==> config.mk <==
export PLATFORM = sky130hd
export DESIGN_NAME = ram_io_ctrl
export DESIGN_NICKNAME = d
export VERILOG_FILES = /design/src/rtl/ram_io_ctrl_pkg.sv /design/src/rtl/ram_io_ctrl_io_in_chan.sv /design/src/rtl/ram_io_ctrl.sv
export SDC_FILE = /design/constraint.sdc
export NUM_CORES = 1
export LEC_CHECK = 0
export BUFFER_PORTS_ARGS = -buffer_cell sky130_fd_sc_hd__buf_2
export CORE_MARGIN = 2
export CORE_UTILIZATION = 60
export DETAILED_ROUTE_END_ITERATION = 6
export HOLD_SLACK_MARGIN = 0.05
export PLACE_DENSITY = 0.77
export REMOVE_ABC_BUFFERS = 1
export SKIP_CTS_REPAIR_TIMING = 1
export SLEW_MARGIN = 20
export SYNTH_ARGS = -nofsm -noshare
export SYNTH_HDL_FRONTEND = slang
export SYNTH_SLANG_ARGS = --single-unit
==> constraint.sdc <==
create_clock -name CLK -period 3.5 [get_ports CLK]
set_input_delay 0.35 -clock CLK [delete_from_list [all_inputs] [get_ports CLK]]
set_output_delay 0.35 -clock CLK [all_outputs]
set_load 0.02 [all_outputs]
==> src/rtl/ram_io_ctrl_pkg.sv <==
// rtl/ram_io_ctrl_pkg.sv - shared types and address helpers for the data RAM / I/O window
package cpu15_mem_pkg;

  typedef enum logic [2:0] {
    REG_RAM,
    REG_OUT,
    REG_IN,
    REG_STAT,
    REG_NONE
  } region_t;

  typedef enum logic [0:0] {
    ST_INIT,
    ST_IDLE
  } state_t;

  // Address of output port k.
  function automatic int out_addr(int io_base, int k);
    return io_base + k;
  endfunction

  // Address of input port k; inputs follow the output ports.
  function automatic int in_addr(int io_base, int n_out, int k);
    return io_base + n_out + k;
  endfunction

  // Address of the input status word, just after the last input port.
  function automatic int stat_addr(int io_base, int n_out, int n_in);
    return io_base + n_out + n_in;
  endfunction

endpackage

==> src/rtl/ram_io_ctrl_io_in_chan.sv <==
// rtl/ram_io_ctrl_io_in_chan.sv - one input port: holding register plus sticky valid flag
module io_in_chan #(
  parameter int DATA_W = 16
) (
  input  logic              clk,
  input  logic              rst_n,
  input  logic              vld,
  input  logic [DATA_W-1:0] din,
  input  logic              clr,
  output logic [DATA_W-1:0] hold,
  output logic              flag
);

  // Capture on vld; a read clears the flag unless a new capture lands in the same cycle.
  always_ff @(posedge clk or negedge rst_n) begin
    if (!rst_n) begin
      hold <= '0;
      flag <= 1'b0;
    end else begin
      if (vld) begin
        hold <= din;
        flag <= 1'b1;
      end else if (clr) begin
        flag <= 1'b0;
      end
    end
  end

endmodule

==> src/rtl/ram_io_ctrl.sv <==
// rtl/ram_io_ctrl.sv - single-clock data RAM with memory-mapped output/input ports
module ram_io_ctrl
  import cpu15_mem_pkg::*;
#(
  parameter int DATA_W    = 16,
  parameter int ADDR_W    = 8,
  parameter int RAM_DEPTH = 64,
  parameter int IO_BASE   = 64,
  parameter int N_OUT     = 1,
  parameter int N_IN      = 1
) (
  input  logic                    CLK,
  input  logic                    RESET_N,
  output logic                    READY,
  input  logic                    RD_EN,
  input  logic                    WR_EN,
  input  logic [ADDR_W-1:0]       ADDR,
  input  logic [DATA_W-1:0]       WDATA,
  output logic [DATA_W-1:0]       RDATA,
  output logic                    RVALID,
  output logic [N_OUT*DATA_W-1:0] IO_OUT,
  output logic [N_OUT-1:0]        IO_OUT_STB,
  input  logic [N_IN*DATA_W-1:0]  IO_IN,
  input  logic [N_IN-1:0]         IO_IN_VLD
);

  localparam int                RAM_AW  = (RAM_DEPTH > 1) ? $clog2(RAM_DEPTH) : 1;
  localparam logic [ADDR_W-1:0] RAM_LIM = ADDR_W'(RAM_DEPTH);
  localparam logic [ADDR_W-1:0] STAT_A  = ADDR_W'(stat_addr(IO_BASE, N_OUT, N_IN));
  localparam logic [RAM_AW-1:0] CNT_LAST = RAM_AW'(RAM_DEPTH - 1);

  state_t            state;
  logic [RAM_AW-1:0] init_cnt;
  logic [DATA_W-1:0] mem [RAM_DEPTH];
  logic [DATA_W-1:0] out_q [N_OUT];
  logic [DATA_W-1:0] hold [N_IN];
  logic [N_IN-1:0]   flag;

  region_t           region;
  logic [N_OUT-1:0]  out_hit;
  logic [N_IN-1:0]   in_hit;
  logic              rd_acc;
  logic              wr_acc;
  logic [DATA_W-1:0] rd_mux;

  assign READY  = (state == ST_IDLE);
  assign rd_acc = READY & RD_EN;
  assign wr_acc = READY & WR_EN;

  // Classify the address into a region and a one-hot port select.
  always_comb begin
    region  = REG_NONE;
    out_hit = '0;
    in_hit  = '0;
    if (ADDR < RAM_LIM) begin
      region = REG_RAM;
    end else if (ADDR == STAT_A) begin
      region = REG_STAT;
    end
    for (int k = 0; k < N_OUT; k++) begin
      if (ADDR == ADDR_W'(out_addr(IO_BASE, k))) begin
        region     = REG_OUT;
        out_hit[k] = 1'b1;
      end
    end
    for (int k = 0; k < N_IN; k++) begin
      if (ADDR == ADDR_W'(in_addr(IO_BASE, N_OUT, k))) begin
        region    = REG_IN;
        in_hit[k] = 1'b1;
      end
    end
  end

  // Read data select; a concurrent write to RAM or an output port is forwarded.
  always_comb begin
    rd_mux = '0;
    case (region)
      REG_RAM:  rd_mux = wr_acc ? WDATA : mem[ADDR[RAM_AW-1:0]];
      REG_OUT: begin
        for (int k = 0; k < N_OUT; k++) begin
          if (out_hit[k]) rd_mux = wr_acc ? WDATA : out_q[k];
        end
      end
      REG_IN: begin
        for (int k = 0; k < N_IN; k++) begin
          if (in_hit[k]) rd_mux = hold[k];
        end
      end
      REG_STAT: rd_mux = DATA_W'(flag);
      default:  rd_mux = '0;
    endcase
  end

  // Init walk: clear one RAM word per cycle, then sit in IDLE until reset.
  always_ff @(posedge CLK or negedge RESET_N) begin
    if (!RESET_N) begin
      state    <= ST_INIT;
      init_cnt <= '0;
    end else if (state == ST_INIT) begin
      if (init_cnt == CNT_LAST) begin
        state    <= ST_IDLE;
        init_cnt <= '0;
      end else begin
        init_cnt <= init_cnt + 1'b1;
      end
    end
  end

  // RAM array: cleared by the walk, otherwise written by accepted RAM-region writes.
  always_ff @(posedge CLK) begin
    if (state == ST_INIT) begin
      mem[init_cnt] <= '0;
    end else if (wr_acc && region == REG_RAM) begin
      mem[ADDR[RAM_AW-1:0]] <= WDATA;
    end
  end

  // Output port registers and their one-cycle write strobes.
  always_ff @(posedge CLK or negedge RESET_N) begin
    if (!RESET_N) begin
      for (int k = 0; k < N_OUT; k++) out_q[k] <= '0;
      IO_OUT_STB <= '0;
    end else begin
      for (int k = 0; k < N_OUT; k++) begin
        if (wr_acc && out_hit[k]) out_q[k] <= WDATA;
      end
      IO_OUT_STB <= wr_acc ? out_hit : '0;
    end
  end

  // Registered read response; RDATA holds between reads.
  always_ff @(posedge CLK or negedge RESET_N) begin
    if (!RESET_N) begin
      RDATA  <= '0;
      RVALID <= 1'b0;
    end else begin
      RVALID <= rd_acc;
      if (rd_acc) RDATA <= rd_mux;
    end
  end

  genvar g;
  generate
    for (g = 0; g < N_OUT; g++) begin : g_out
      assign IO_OUT[g*DATA_W +: DATA_W] = out_q[g];
    end
    for (g = 0; g < N_IN; g++) begin : g_in
      io_in_chan #(.DATA_W(DATA_W)) u_chan (
        .clk   (CLK),
        .rst_n (RESET_N),
        .vld   (IO_IN_VLD[g]),
        .din   (IO_IN[g*DATA_W +: DATA_W]),
        .clr   (rd_acc & in_hit[g]),
        .hold  (hold[g]),
        .flag  (flag[g])
      );
    end
  endgenerate

endmodule

Yosys cells after proc, flatten, opt, wreduce, memory -nomap -nowiden
Memories as Yosys holds them, arrays and structs flattened.
Index checks and enable logic that the tools add are counted.

word-level totals
  register bits after elaboration = 58
  RAM bits = 1,024
  input port bits = 45
  output and inout port bits = 35
  logic and storage cells = 50
  memories kept = 1

memory list
  name  depth  width  rd ports  clocked after Yosys merged registers in  write ports  line               text
  mem   64     16     1         0                                        1            ram_io_ctrl.sv:34  logic [DATA_W-1:0] mem [RAM_DEPTH];

operators by class
  add/subtract/negate cells = 1
  magnitude comparators = 1
  eq/ne operators = 7
  mux-type cells = 24
  bitwise operators = 3
  reductions and logical operators = 5

operators by type and width
  operator               number
  $mux W16               5
  $pmux W16 S4           1
  $eq A8 B7 Y1 const B   3
  $reduce_or A16 Y1      1
  $mux W1                12
  $mux W3                4
  $mux W6                2
  $lt A8 B7 Y1 const B   1
  $add A6 B1 Y6 const B  1
  $eq A3 B2 Y1 const B   2
  $eq A6 B6 Y1 const B   1
  $and A1 B1 Y1          3
  $eq A3 B1 Y1 const B   1
  $logic_not A3 Y1       1
  $logic_and A1 B1 Y1    2
  $reduce_bool A2 Y1     1

Depth between registers and ports, before layout
  word-level depth = 12
  mapped depth = 11
  gate-level depth less buffers = 6

Modules after synthesis
From an unflattened synthesis, not the netlist that was laid out.

unflattened totals
  cells, all modules = 2,201
  area total of the unflattened synthesis = 42,757.3 sq um

by module, submodules not included
  module       times used  cells each  area an instance (sq um)  sequential area each (sq um)
  ram_io_ctrl  1           2,164       42,074.1                  31,775.5
  io_in_chan   1           37          683.2                     425.4

Least setup slack after synthesis
Ideal clock, no wire load.

  kind = flip-flop to flip-flop
  start point = reg state, in the netlist READY
  end point = mem mem[0][12] (data pin)
  library setup time = 0.500 ns
  arrival time = 2.542 ns
  path slack = 0.458 ns
  cell stages (with the launch flop) = 5
  cells stage by stage = dfrtp_1 > nand4bb_1 > clkbuf_1 > clkbuf_1 > nor2_1

on the way
  longest elaborated chain between the ends = 7

RTL lines
  what                               line                text
  from (decl)                        ram_io_ctrl.sv:32   state_t state;
  from (signal assigned)             ram_io_ctrl.sv:97   state <= ST_INIT;
  from (signal assigned)             ram_io_ctrl.sv:101  state <= ST_IDLE;
  $and A1 B1 Y1                      ram_io_ctrl.sv:48   assign wr_acc = READY & WR_EN;
  $logic_and A1 B1 Y1                ram_io_ctrl.sv:113  end else if (wr_acc && region == REG_RAM) begin
  $mux W1                            ram_io_ctrl.sv:113
  $mux W1 (*)                        ram_io_ctrl.sv:111  if (state == ST_INIT) begin
  $mux W1 (implied by the code) (*)  ram_io_ctrl.sv:114  mem[ADDR[RAM_AW-1:0]] <= WDATA;
  $reduce_or A16 Y1 (no line) (*)    n/a
  $mux W16 (no line) (*)             n/a
  to (decl)                          ram_io_ctrl.sv:34

Mark *: on every way between the ends. The rest lies on a longest branch, timed or not.

Worst setup path after layout
  start point = reg state, in the netlist READY
  end point = mem mem[36][8], enable pin

on the way
  longest elaborated chain between the ends = 7
  elaborated cells on any way between the ends = 9
  classes of those cells = mux (6); bitwise (1); reduce/logical (2)

RTL lines
  what                                          line
  $and A1 B1 Y1                                 ram_io_ctrl.sv:48
  $logic_and A1 B1 Y1                           ram_io_ctrl.sv:113
  $mux W1                                       ram_io_ctrl.sv:113
  $mux W1                                       ram_io_ctrl.sv:111
  $mux W1 (implied by the code)                 ram_io_ctrl.sv:114
  $reduce_or A16 Y1 (no line)                   n/a
  $mux W6 (no line) or $mux W1 (tied branches)  n/a

Several ways; a longest one is shown, not always the timed one.

==> flow_metrics.py <==
metrics = {
    "yosys": {
        "seq_area_frac_synth": 0.753,
        "ys.flop_type": "edfxtp_1",
        "synth_seq_cells": 1082,
        "yosysWarnings": 0,
        "synthCells": 2170,
        "synth_edf_count": 1024,
        "avgSynthCellArea_um2": 19.7,
        "postSynth.asyncResetShare": 0.0536,
        "synth_cell_type_count": 63,
        "syn_area_mm2": 0.0428,
    },
    "pwr": {
        "power.density_mw_per_mm2": 530,
        "ir_drop_v": 0.000473,
        "fin_total_pwr_mw": 26.0,
        "p_leak_nw": 14.2,
    },
    "floorplan": {
        "rows": 97,
        "start_util": 0.609,
        "die_w_um": 271,
        "die_h_um": 271,
        "fp.coreArea_mm2": 0.0703,
        "io_pins": 80,
        "die-area_mm2": 0.0734,
    },
    "routing": {
        "avgRoutedWirePerCell_um": 32.4,
        "drt-initial-drc-count": 3377,
        "vias": 23600,
        "ant_nets": 0,
        "dr.pass1.iters": 6,
        "drc": 0,
        "vias_per_cell": 6.77,
        "wirelength_um": 113000,
    },
    "cts": {
        "clock_sinks": 1082,
        "cts_tree": "built",
        "cts_root_buf": "clkbuf_16",
        "cts_max_level": 3,
        "clock_latency_ps": 680,
        "worst_setup_hold_path_clk_slew_ps": 70,
        "cts_made_buffers": 103,
        "cts_buffer_depth": 3,
    },
    "worst_hold_path": {
        "holdCritPathClass": "in2reg",
        "whs_path_depth": 2,
    },
    "setup_path": {
        "cpPeakStageDelay_ps": 440,
        "required_ps": 3840,
        "cp-start-kind": "register",
        "crit_chain": "nand2_1, nor3_2, buf_4, nor3_1, a21o_1, nand2_1, nor2_1, buf_4",
        "r2r_cells": 8,
        "slowest_stage": "dfrtp_1",
        "arrival_ps": 3240,
        "critPathMaxFanout": 22,
        "path_class": "reg2reg",
        "cp-end-kind": "register",
    },
    "timing": {
        "fin_crit_sh": 0.830,
        "worstMarginPinSlew_ps": 936,
        "finalSetupTns_ps": 0,
        "rsz0062_at_grt": "no",
        "fmax_ghz": 0.344,
        "drv_slew": 0,
        "relSlewSlack": 0.371,
        "min_period_ps": 2900,
        "hold_viol_final": 0,
        "setup_viol": 0,
        "finClkSkew_ps": 27.8,
    },
    "layout": {
        "nets": 2506,
        "layout_common_cells": "1024 x edfxtp_1, 208 x mux4_2, 175 x buf_4, 149 x mux2i_1, 112 x nand2_1",
        "layout_commonest_cell": "edfxtp_1",
        "drive_gt1_frac": 0.274,
        "syn2layout_area_growth_pct": 14.6,
    },
    "global_route": {
        "grt_pass1_vias": 23000,
        "grt_usage": 0.308,
        "grt_max_degree": 71,
        "antenna_found_initial": 10,
        "grt_pass1_wl_um": 161000,
        "overflow": 0,
    },
    "placement": {
        "hpwl_um": 70000,
        "place.gp.congestion": 1.02,
        "io_buffers": 79,
    },
    "run": {
        "drv_cap": 0,
    },
    "status": {
        "outcome": "finished, final reports clean",
    },
}
## worst max-delay path: cells and delay by family, from the launching register on
kind	cells	cell delay (ps)
AND/OR/NAND/NOR	5	1400
buffers and inverters	2	570
flip-flops	1	440
AO/OA/AOI/OAI	1	140
## cell families after synthesis
logic type,after synthesis,share of synthesized area
buf+inv,133,0.0196
flops,1082,0.753
simple gates,320,0.0343
fa+ha+maj,1,0.000293
mux,398,0.155
compound gates,234,0.0372
xor+xnor,2,0.000410
## flip-flops by register name, summed over array words and instances, names as in the netlist
| signal | cells |
|---|---|
| IO_OUT | 16 |
| IO_OUT_STB | 1 |
| RDATA | 16 |
| READY | 1 |
| RVALID | 1 |
| g_in.u_chan.flag | 1 |
| g_in.u_chan.hold | 16 |
| init_cnt | 6 |
| mem | 1024 |
## final timing paths
kind / start / endpoint / slack [ps]
worst max-delay path: READY / mem[36][8] / 600
worst min-delay path: IO_IN[8] / g_in[0].u_chan.hold[8] / 70
worst max register to register: READY / mem[36][8] / 600
worst min register to register: g_in[0].u_chan.hold[15] / g_in[0].u_chan.hold[15] / 510
max in group asynchronous: RESET_N / RDATA[9] / 2300
min in group asynchronous: RESET_N / g_in[0].u_chan.hold[10] / 300
## cells in the mapped netlist, types with 4 or more instances
library cell / number / area share
a211oi_1: 24 / 0.0042
a21o_1: 4 / 0.00070
a21oi_1: 41 / 0.0048
a222oi_1: 5 / 0.0012
a22oi_1: 52 / 0.0091
a311oi_1: 7 / 0.0014
a31oi_1: 14 / 0.0020
a32oi_1: 5 / 0.0010
and2_1: 19 / 0.0028
buf_1: 7 / 0.00061
buf_2: 40 / 0.0047
buf_4: 12 / 0.0021
buf_6: 17 / 0.0045
buf_8: 6 / 0.0021
clkbuf_1: 33 / 0.0029
dfrtp_1: 58 / 0.034
edfxtp_1: 1024 / 0.72
inv_1: 15 / 0.0013
mux2_2: 41 / 0.011
mux2i_1: 149 / 0.035
mux4_2: 208 / 0.11
nand2_1: 112 / 0.0098
nand2b_1: 16 / 0.0023
nand3_1: 31 / 0.0036
nand4_1: 4 / 0.00059
nor2_1: 91 / 0.0080
nor2b_1: 5 / 0.00073
nor3_1: 18 / 0.0021
o2111ai_1: 4 / 0.00082
o21ai_0: 33 / 0.0039
o221ai_1: 14 / 0.0029
o22ai_1: 15 / 0.0022
## metal layers
| metal | share of wire | up-vias | track usage |
|---|---|---|---|
| li1 | - | 9473 | - |
| met1 | 0.37 | 12100 | 0.458 |
| met2 | 0.45 | 1718 | 0.454 |
| met3 | 0.13 | 260 | 0.0730 |
| met4 | 0.037 | 20 | 0.112 |
| met5 | 0.0012 | - | 0 |
## power breakdown
group          total [mW]  internal (mW)  switching [mW]
logic               0.828          0.319           0.509
registers            14.0           14.0          0.0145
clock network        11.1           6.44            4.70
total                26.0           20.7            5.23
## stage by stage
| stage | worst slack, ps | std cells | instance area (um^2) | utilization | hold slack [ps] |
|---|---|---|---|---|---|
| after floorplan | 168 | 2052 | 42000 | - | 54.4 |
| after global placement | 454 | 3264 | 45300 | 0.645 | 435 |
| after detailed placement | 436 | 3264 | 45300 | 0.645 | 436 |
| after CTS | 710 | 3452 | 48700 | 0.693 | -269 |
| after global routing | 478 | 3483 | 49000 | 0.697 | 53.6 |
| final | 596 | 3486 | 49000 | 0.697 | 68.6 |
## final cells by class
class / count / area (um^2)
antenna: 3 / 7.51
clock buffer: 123 / 2700
clock inverter: 65 / 667
fill: 4151 / 21300
inverter: 15 / 56.3
multi-input combinational: 955 / 9800
sequential: 1082 / 32200
tap: 940 / 1180
timing repair buffer: 303 / 2400
No activity file was read; power rests on OpenSTA's default activity.
